### config.mk
export PLATFORM = sky130hd
export DESIGN_NAME = sap_controller_flat
export DESIGN_NICKNAME = d
export VERILOG_FILES = /design/src/rtl/sap_pkg.sv /design/src/rtl/sap_controller_if.sv /design/src/rtl/ring_counter.sv /design/src/rtl/sap_controller.sv /design/src/flat_wrapper.sv
export SDC_FILE = /design/constraint.sdc
export NUM_CORES = 1
export LEC_CHECK = 0
export CAP_MARGIN = 25
export CORE_MARGIN = 8
export CORE_UTILIZATION = 39
export CTS_CLUSTER_SIZE = 25
export DETAILED_ROUTE_END_ITERATION = 16
export PLACE_DENSITY = 0.84
export SETUP_SLACK_MARGIN = 0.15
export SYNTH_ARGS = -nofsm -noshare
export SYNTH_HDL_FRONTEND = slang
export SYNTH_SLANG_ARGS = --single-unit
### constraint.sdc
create_clock -name clk -period 2 [get_ports clk]
set_clock_uncertainty 0.2 [all_clocks]
set_input_delay 0.4 -clock clk [delete_from_list [all_inputs] [get_ports clk]]
set_output_delay 0.4 -clock clk [all_outputs]
set_load 0.05 [all_outputs]
### src/rtl/sap_pkg.sv
// sap_pkg: shared definitions for the SAP-1 controller.
//   - NUM_T and the one-hot T-state type / constants (T_HALT is the all-zero state)
//   - opcode constants
//   - ctrl_word_t: packed control word driven to the datapath
//   - is_nop(): opcodes with an empty execute phase
package sap_pkg;

    localparam int unsigned NUM_T = 6;

    typedef logic [NUM_T-1:0] tstate_t;

    localparam tstate_t T1     = 6'b000001;
    localparam tstate_t T2     = 6'b000010;
    localparam tstate_t T3     = 6'b000100;
    localparam tstate_t T4     = 6'b001000;
    localparam tstate_t T5     = 6'b010000;
    localparam tstate_t T6     = 6'b100000;
    localparam tstate_t T_HALT = 6'b000000;

    localparam logic [3:0] OP_LDA = 4'h0;
    localparam logic [3:0] OP_ADD = 4'h1;
    localparam logic [3:0] OP_SUB = 4'h2;
    localparam logic [3:0] OP_OUT = 4'hE;
    localparam logic [3:0] OP_HLT = 4'hF;

    typedef struct packed {
        logic pc_inc;
        logic pc_out;
        logic mar_load;
        logic mem_out;
        logic ir_load;
        logic ir_out;
        logic a_load;
        logic a_out;
        logic b_load;
        logic alu_sub;
        logic alu_out;
        logic out_load;
    } ctrl_word_t;

    function automatic logic is_nop(input logic [3:0] op);
        return !(op inside {OP_LDA, OP_ADD, OP_SUB, OP_OUT, OP_HLT});
    endfunction

endpackage

### src/rtl/sap_controller_if.sv
// sap_controller_if: opcode input and control/status outputs of the SAP-1 controller.
//   master modport: controller side (drives controls, reads opcode)
//   slave modport : datapath side (drives opcode, reads controls)
interface sap_controller_if;
    import sap_pkg::*;

    logic [3:0] opcode;
    logic       pc_inc;
    logic       pc_out;
    logic       mar_load;
    logic       mem_out;
    logic       ir_load;
    logic       ir_out;
    logic       a_load;
    logic       a_out;
    logic       b_load;
    logic       alu_sub;
    logic       alu_out;
    logic       out_load;
    logic       halted;
    tstate_t    t_state;

    modport master (
        input  opcode,
        output pc_inc, pc_out, mar_load, mem_out, ir_load, ir_out,
        output a_load, a_out, b_load, alu_sub, alu_out, out_load,
        output halted, t_state
    );

    modport slave (
        output opcode,
        input  pc_inc, pc_out, mar_load, mem_out, ir_load, ir_out,
        input  a_load, a_out, b_load, alu_sub, alu_out, out_load,
        input  halted, t_state
    );

endinterface

### src/rtl/ring_counter.sv
// ring_counter: one-hot T1..T6 state counter.
//   clk       - clock, rising edge
//   rst       - asynchronous active-high reset, forces T1
//   clear     - return to T1 on the next edge (early instruction end)
//   hold      - enter/stay in the all-zero HALT state
//   t_state_o - current one-hot state
// Any non-one-hot encoding outside of hold recovers to T1 on the next edge.
module ring_counter
    import sap_pkg::*;
(
    input  logic    clk,
    input  logic    rst,
    input  logic    clear,
    input  logic    hold,
    output tstate_t t_state_o
);

    tstate_t state_q, state_d;
    logic    onehot;

    assign onehot = (state_q != '0) && ((state_q & (state_q - tstate_t'(1))) == '0);

    always_comb begin
        state_d = {state_q[NUM_T-2:0], state_q[NUM_T-1]};
        if (hold) begin
            state_d = T_HALT;
        end else if (clear || !onehot) begin
            state_d = T1;
        end
    end

    always_ff @(posedge clk or posedge rst) begin
        if (rst) begin
            state_q <= T1;
        end else begin
            state_q <= state_d;
        end
    end

    assign t_state_o = state_q;

endmodule

### src/rtl/sap_controller.sv
// sap_controller: SAP-1 controller-sequencer.
//   clk    - clock, rising edge
//   rst    - asynchronous active-high reset; masks all controls while high
//   ctl_if - sap_controller_if.master: opcode in; control word, halted, t_state out
// Control outputs are combinational from (T-state, opcode). HLT in T4 enters
// HALT on the closing edge; only rst leaves it.
// Optional macro SAP_EARLY_END_EN: instructions return to T1 after their last
// non-empty T-state (LDA after T5, OUT after T4, NOP after T3).
module sap_controller #(
    parameter int unsigned NUM_T = 6
) (
    input  logic               clk,
    input  logic               rst,
    sap_controller_if.master   ctl_if
);
    import sap_pkg::*;

    if (NUM_T != sap_pkg::NUM_T) begin : g_num_t_check
        $error("sap_controller: NUM_T must be 6");
    end

    tstate_t    t_state;
    ctrl_word_t cw;
    logic       halted_q, halted_d;
    logic       hlt_t4;
    logic       clear;
    logic       hold;

    ring_counter u_ring (
        .clk       (clk),
        .rst       (rst),
        .clear     (clear),
        .hold      (hold),
        .t_state_o (t_state)
    );

    assign hlt_t4   = (t_state == T4) && (ctl_if.opcode == OP_HLT) && !halted_q;
    assign hold     = halted_q || hlt_t4;
    assign halted_d = halted_q || hlt_t4;

`ifdef SAP_EARLY_END_EN
    // NOP is decided in T3 because its T4 would be empty.
    assign clear = ((t_state == T3) && is_nop(ctl_if.opcode))
                || ((t_state == T4) && (ctl_if.opcode == OP_OUT))
                || ((t_state == T5) && (ctl_if.opcode == OP_LDA));
`else
    assign clear = 1'b0;
`endif

    always_comb begin
        cw = '0;
        unique case (t_state)
            T1: begin
                cw.pc_out   = 1'b1;
                cw.mar_load = 1'b1;
            end
            T2: cw.pc_inc = 1'b1;
            T3: begin
                cw.mem_out = 1'b1;
                cw.ir_load = 1'b1;
            end
            T4: begin
                case (ctl_if.opcode)
                    OP_LDA, OP_ADD, OP_SUB: begin
                        cw.ir_out   = 1'b1;
                        cw.mar_load = 1'b1;
                    end
                    OP_OUT: begin
                        cw.a_out    = 1'b1;
                        cw.out_load = 1'b1;
                    end
                    default: ;
                endcase
            end
            T5: begin
                case (ctl_if.opcode)
                    OP_LDA: begin
                        cw.mem_out = 1'b1;
                        cw.a_load  = 1'b1;
                    end
                    OP_ADD, OP_SUB: begin
                        cw.mem_out = 1'b1;
                        cw.b_load  = 1'b1;
                        cw.alu_sub = (ctl_if.opcode == OP_SUB);
                    end
                    default: ;
                endcase
            end
            T6: begin
                if (ctl_if.opcode inside {OP_ADD, OP_SUB}) begin
                    cw.alu_out = 1'b1;
                    cw.a_load  = 1'b1;
                    cw.alu_sub = (ctl_if.opcode == OP_SUB);
                end
            end
            default: ;
        endcase
        if (rst || halted_q) begin
            cw = '0;
        end
    end

    always_ff @(posedge clk or posedge rst) begin
        if (rst) begin
            halted_q <= 1'b0;
        end else begin
            halted_q <= halted_d;
        end
    end

    assign ctl_if.pc_inc   = cw.pc_inc;
    assign ctl_if.pc_out   = cw.pc_out;
    assign ctl_if.mar_load = cw.mar_load;
    assign ctl_if.mem_out  = cw.mem_out;
    assign ctl_if.ir_load  = cw.ir_load;
    assign ctl_if.ir_out   = cw.ir_out;
    assign ctl_if.a_load   = cw.a_load;
    assign ctl_if.a_out    = cw.a_out;
    assign ctl_if.b_load   = cw.b_load;
    assign ctl_if.alu_sub  = cw.alu_sub;
    assign ctl_if.alu_out  = cw.alu_out;
    assign ctl_if.out_load = cw.out_load;
    assign ctl_if.halted   = halted_q;
    assign ctl_if.t_state  = t_state;

endmodule

### src/flat_wrapper.sv
// flat-port wrapper written by rule: the top's interface ports become plain ports
module sap_controller_flat import sap_pkg::*;
#(
    parameter int unsigned NUM_T = 6
)
  (clk, rst, ctl_if_opcode, ctl_if_pc_inc, ctl_if_pc_out, ctl_if_mar_load, ctl_if_mem_out, ctl_if_ir_load, ctl_if_ir_out, ctl_if_a_load, ctl_if_a_out, ctl_if_b_load, ctl_if_alu_sub, ctl_if_alu_out, ctl_if_out_load, ctl_if_halted, ctl_if_t_state);
  sap_controller_if ctl_if_i ();
  input  logic clk;
  input  logic rst;
  input wire logic [$bits(ctl_if_i.opcode)-1:0] ctl_if_opcode;
  output wire logic [$bits(ctl_if_i.pc_inc)-1:0] ctl_if_pc_inc;
  output wire logic [$bits(ctl_if_i.pc_out)-1:0] ctl_if_pc_out;
  output wire logic [$bits(ctl_if_i.mar_load)-1:0] ctl_if_mar_load;
  output wire logic [$bits(ctl_if_i.mem_out)-1:0] ctl_if_mem_out;
  output wire logic [$bits(ctl_if_i.ir_load)-1:0] ctl_if_ir_load;
  output wire logic [$bits(ctl_if_i.ir_out)-1:0] ctl_if_ir_out;
  output wire logic [$bits(ctl_if_i.a_load)-1:0] ctl_if_a_load;
  output wire logic [$bits(ctl_if_i.a_out)-1:0] ctl_if_a_out;
  output wire logic [$bits(ctl_if_i.b_load)-1:0] ctl_if_b_load;
  output wire logic [$bits(ctl_if_i.alu_sub)-1:0] ctl_if_alu_sub;
  output wire logic [$bits(ctl_if_i.alu_out)-1:0] ctl_if_alu_out;
  output wire logic [$bits(ctl_if_i.out_load)-1:0] ctl_if_out_load;
  output wire logic [$bits(ctl_if_i.halted)-1:0] ctl_if_halted;
  output wire logic [$bits(ctl_if_i.t_state)-1:0] ctl_if_t_state;
  assign ctl_if_i.opcode = ctl_if_opcode;
  assign ctl_if_pc_inc = ctl_if_i.pc_inc;
  assign ctl_if_pc_out = ctl_if_i.pc_out;
  assign ctl_if_mar_load = ctl_if_i.mar_load;
  assign ctl_if_mem_out = ctl_if_i.mem_out;
  assign ctl_if_ir_load = ctl_if_i.ir_load;
  assign ctl_if_ir_out = ctl_if_i.ir_out;
  assign ctl_if_a_load = ctl_if_i.a_load;
  assign ctl_if_a_out = ctl_if_i.a_out;
  assign ctl_if_b_load = ctl_if_i.b_load;
  assign ctl_if_alu_sub = ctl_if_i.alu_sub;
  assign ctl_if_alu_out = ctl_if_i.alu_out;
  assign ctl_if_out_load = ctl_if_i.out_load;
  assign ctl_if_halted = ctl_if_i.halted;
  assign ctl_if_t_state = ctl_if_i.t_state;
  sap_controller #(.NUM_T(NUM_T)) u_core (.clk(clk), .rst(rst), .ctl_if(ctl_if_i));
endmodule
==> metrics.md, run 1 <==
| Metric | Value |
|---|---|
| Result of the run | `aborted with a tool error` |
| Stage reached | `4_1_cts` |
| First error | `[ERROR DPL-0038] Utilization greater than 100%, impossible to legalize` |
| Number of top-level design ports | `25` |
| #FFs+latches synth | `7` |
| Clock tree sinks | `7` |
| Total number of H-tree levels | `1` |
| Post-synth EDFFs | `0` |
| Mean cell area of the mapped netlist | `8.303 sq um` |
| RD Place Congestion | `0.8842` |
| Number of post-CTS setup repair buffers | `7` |
| Number of hold-repair buffers added at the cts stage | `0` |
| TritonCTS Buffers | `3` |
| Most numerous cell types in the synthesized netlist | `sky130_fd_sc_hd__dfrtp_1 (6), sky130_fd_sc_hd__nand2_1 (6), sky130_fd_sc_hd__nor2_1 (6)` |
| Post-synthesis cell count | `66` |
| Register area share after synthesis | `0.3219` |
| Rows | `13` |
| Most used flip-flop cell after synthesis | `sky130_fd_sc_hd__dfrtp_1` |
| Share of synthesized cell area in full adder, half adder and majority cells | `0` |
| Combinational family with the most area after synthesis | `simple AND/OR/NAND/NOR gates` |
| Synth cell types | `31` |
| Placed wire-length estimate | `2.195 mm` |
| Cell count after placement | `125` |
| Synth async-reset ratio | `1.000` |
| X dimension of the die | `53.49 microns` |
| Number of buffer cells added on primary ports | `24` |
| CTS Root Buffer Type | `sky130_fd_sc_hd__clkbuf_4` |
| Fraction of synthesized cell area in xor and xnor cells | `0.04795` |
| Yosys top cell by area | `sky130_fd_sc_hd__dfrtp_1` |
| Largest cells by area after synthesis | `sky130_fd_sc_hd__dfrtp_1 (27%), sky130_fd_sc_hd__nor3b_1 (5.5%), sky130_fd_sc_hd__dfstp_2 (4.8%)` |
| Summed instance area of the synthesized netlist | `548.0 sq um` |
| Vert. Die Dim | `53.49 microns` |
| Share of cell area taken by muxes after synthesis | `0.02055` |
| Synthesized-area fraction occupied by and/or/nand/nor cells | `0.4361` |
| Starting utilization of the core area | `0.4212` |
| Number of cells upsized or downsized after cts | `28` |
| Maximum root-to-sink buffer count | `2` |
| Count of synthesis-stage warnings from yosys | `0` |
| Area share of the leading cell type in the synthesized netlist | `0.2740` |
| Complex-gate fraction of the synthesized area | `0.1324` |
| Synthesized netlist net count | `72` |
## per-stage QoR
stage / setup slack (ps) / utilization / cell area [sq um] / TNS (ps) / hold WS, ps
after floorplan: -482.3 / - / 694.4 / -1915 / 2.450
after global placement: -458.4 / 0.9596 / 1249 / -4426 / 445.9
after detailed placement: -524.1 / 0.9596 / 1249 / -5396 / 445.7
## cell families after synthesis
| logic type | Yosys count |
|---|---|
| AO/OA/AOI/OAI | 10 |
| XOR/XNOR | 3 |
| buffers and inverters | 4 |
| flip-flops | 7 |
| multiplexers | 1 |
| AND/OR/NAND/NOR | 41 |
==> inputs of run 2 (changes only) <==
- CORE_AREA: unset -> 8 8 69 71
- CORE_MARGIN: 8 -> unset
- CORE_UTILIZATION: 39 -> unset
- CTS_CLUSTER_SIZE: 25 -> unset
- DIE_AREA: unset -> 0 0 77 79
- PLACE_DENSITY: 0.84 -> unset
- PLACE_DENSITY_LB_ADDON: unset -> 0.15
- SETUP_SLACK_MARGIN: 0.15 -> unset
==> run 2 against run 1 <==
Net effect: the flow now finishes, with violations (setup timing); synthesized cell count unchanged; area after synthesis unchanged.
==> metrics.md, run 2 <==
| Metric | Value |
|---|---|
| Classification of the worst setup path | `register to primary output` |
| Critical R2R Launch | `u_core.u_ring.t_state_o[2]` |
| Synthesized netlist net count | `72 (unchanged)` |
| Largest net degree at the start of global routing | `9` |
| Placed wire-length estimate | `1.858 mm (-15%)` |
| Count of final max-slew check failures | `0` |
| Vias per std cell | `4.125` |
| Register area share after synthesis | `0.3219 (unchanged)` |
| Synth cell types | `31 (unchanged)` |
| Vert. Die Dim | `79 microns (+48%)` |
| Crit Path Max Fanout | `5` |
| Number of hold-repair buffers added at the cts stage | `0 (unchanged)` |
| Average routed wire per standard cell | `12.68 microns` |
| Max-capacitance violation count | `0` |
| Number of buffer cells added on primary ports | `24 (unchanged)` |
| Worst path bufs/invs | `1` |
| Die Area | `6083 sq um` |
| Latest clock arrival within the worst-skew pair | `230 ps` |
| Maximum root-to-sink buffer count | `2 (unchanged)` |
| Min-delay worst type | `primary input to async pin` |
| Antenna violations before repair | `0` |
| Result of the run | `finished, violations left` |
| Max FFs per register | `6` |
| Fmax achieved | `453.8 MHz` |
| Crit-path cells | `nor3_4 > nand2b_1 > nor3_4 > buf_12` |
| Mean cell area of the mapped netlist | `8.303 sq um (unchanged)` |
| Synthesis-to-finish area growth | `174.2%` |
| Number of cell instances on the worst register-to-register path | `6` |
| Final wirelength | `2.232 mm` |
| Clock tree sinks | `7 (unchanged)` |
| Wire length of the first global-routing pass | `3.670 mm` |
| Most used cells in the layout excluding fill and tap cells | `sky130_fd_sc_hd__buf_4 (33), sky130_fd_sc_hd__buf_12 (17)` |
| Kind of end point of the critical path | `primary output` |
| Post-synthesis cell count | `66 (unchanged)` |
| Cell with the largest stage delay on the worst path | `sky130_fd_sc_hd__dfrtp_4` |
| Worst slew slack as a fraction of its limit | `0.7921` |
| Worst vdd rail ir drop | `0.0006664 V` |
| Final layout net count | `133` |
| End of the worst register-to-register path | `u_core.u_ring.t_state_o[1]` |
| Yosys top cell by area | `sky130_fd_sc_hd__dfrtp_1` |
| Final Hold Fails | `0` |
| Number of antenna repair diodes | `0` |
| Critical path's top delay family | `simple AND/OR/NAND/NOR gates` |
| DRT iter0 DRCs | `8` |
| CTS tree | `yes` |
| Summed instance area of the synthesized netlist | `548.0 sq um (unchanged)` |
| TritonCTS Buffers | `3 (unchanged)` |
| Via count of the first global-routing pass | `769` |
| Cell leakage power | `0.0006494 uW` |
| Unrepaired setup endpoints after global routing | `true` |
| Total global-route track usage | `0.07461` |
| Cell count after placement | `164 (+31%)` |
| Worst reg2reg setup slack | `150 ps` |
| Total number of H-tree levels | `1 (unchanged)` |
| Peak per-stage delay on the critical path | `490 ps` |
| Final design area excluding fillers | `1503 sq um` |
| Most common library cell in the layout ignoring fill and taps | `sky130_fd_sc_hd__buf_4` |
| X dimension of the die | `77 microns (+44%)` |
| Number of vias after detailed routing | `726` |
| Post-synth EDFFs | `0 (unchanged)` |
| Non-Filler Instances | `176` |
| Number of top-level design ports | `25 (unchanged)` |
| RD Place Congestion | `0.7960 (-10%)` |
| Largest cells by area after synthesis | `sky130_fd_sc_hd__dfrtp_1 (27%), sky130_fd_sc_hd__nor3b_1 (5.5%), sky130_fd_sc_hd__dfstp_2 (4.8%)` |
| Count of nets left with antenna violations after detail routing | `0` |
| Most used flip-flop cell after synthesis | `sky130_fd_sc_hd__dfrtp_1` |
| Overflow left after global routing | `0` |
| Most numerous cell types in the synthesized netlist | `sky130_fd_sc_hd__dfrtp_1 (6), sky130_fd_sc_hd__nand2_1 (6), sky130_fd_sc_hd__nor2_1 (6)` |
| Starting utilization of the core area | `0.1443 (-0.2769)` |
| Worst slew pin tran | `311.5 ps` |
| Violations in the final reports | `setup timing` |
| Cell type with the highest occurrence count on the critical path | `sky130_fd_sc_hd__nor3_4` |
| Total cell area at the placement stage | `1328 sq um (+6.3%)` |
| Count of synthesis-stage warnings from yosys | `0 (unchanged)` |
| Core Area | `3799 sq um` |
| Crit path DAT | `1600 ps` |
| Final setup violation count | `12` |
| Rows | `23 (+10)` |
| Area share of the leading cell type in the synthesized netlist | `0.2740 (unchanged)` |
| Setup WS post-layout | `-203.8 ps` |
| Data required time of the critical path | `1400 ps` |
| #FFs+latches synth | `7 (unchanged)` |
| Synth async-reset ratio | `1.000 (unchanged)` |
| Design Power | `1217 uW` |
| DRT Pass-1 Iters | `2` |
| Power density cells | `810.1 nW/um^2` |
| Startpoint type of the worst setup path | `register` |
| CTS Root Buffer Type | `sky130_fd_sc_hd__clkbuf_8` |
| Post-layout minimum cycle time | `2204 ps` |
| Crit share post-route | `1.102` |
| DRC viols | `0` |
| Clock-pin slew of the registers on the worst-case setup and hold paths | `40 ps` |
| Share of cells above drive strength 1 | `0.7460` |
==> run 2: cell counts after synthesis <==
Identical to the previous run, type by type.
==> run 2: how the worst max path moves through the flow <==
stage / from / endpoint / slack (ps) / cells past startpoint
detailed placement: ctl_if_opcode[0] / ctl_if_out_load / -470 / 5
global placement: rst / ctl_if_mar_load / -480 / 6
global route: u_core.u_ring.t_state_o[2] / ctl_if_alu_sub / -260 / 4
finish: u_core.u_ring.t_state_o[2] / ctl_if_alu_sub / -200 / 4
floorplan: u_core.u_ring.t_state_o[4] / ctl_if_mem_out / -480 / 5
CTS: u_core.ctl_if.halted / ctl_if_alu_out / -230 / 4
==> run 2: what timing repair did <==
item / in CTS / in global routing
resized for setup: 15 / 11
endpoints found under the setup margin: 12 / 14
buffers inserted: 4 / 4
pin swaps: 12 / 5
hold endpoints to repair: 0 / 0
==> run 2: logic make-up after synthesis <==
logic type / after synthesis / synth area share
xor gates and xnor gates: 3 / 0.04795
DFF: 7 / 0.3219
and+or+nand+nor: 41 / 0.4361
buffers and inverters: 4 / 0.04109
AOI/OAI and AO/OA: 10 / 0.1324
muxes: 1 / 0.02055
==> run 2: report_power, final <==
part           internal (uW)  switching [uW]  leakage (uW)
registers                183            37.7     0.0000828
logic                    394             405      0.000544
clock network            138            60.4     0.0000228
==> run 2: area by class of cell <==
type	count	area [sq um]
repair buffers	58	663.1
fillers	390	2296
inverters	2	7.507
flip-flops and latches	7	188.9
clock buffers	4	45.04
well taps	50	62.56
multi-input cells	55	535.5
==> run 2: per-layer routing <==
metal  global-route usage  part of all wire
met1              0.08549              0.45
met4              0.03396             0.016
met2               0.1240              0.47
met5                    0                 0
met3              0.02483             0.055
==> run 2: stage by stage <==
stage / util / hold slack [ps] / setup TNS [ps] / setup WS (ps)
4_1_cts: 0.3818 / 303.7 / -2364 / -234.0
3_5_place_dp: 0.3495 / 459.4 / -4458 / -472.1
3_3_place_gp: 0.3495 / 466.0 / -4617 / -479.1
2_1_floorplan: - / 2.453 / -1915 / -482.3
6_report: 0.3956 / 120.9 / -1780 / -203.8
5_1_grt: 0.3956 / 157.7 / -2559 / -263.3
==> run 2: worst reg2reg max path: cells and delay by family (launching register included) <==
kind / cells / cell delay [ps]
AOI/OAI and AO/OA: 1 / 220
buffers and inverters: 2 / 290
DFF: 1 / 490
and+or+nand+nor: 3 / 510
(Power assumes the default switching activity.)
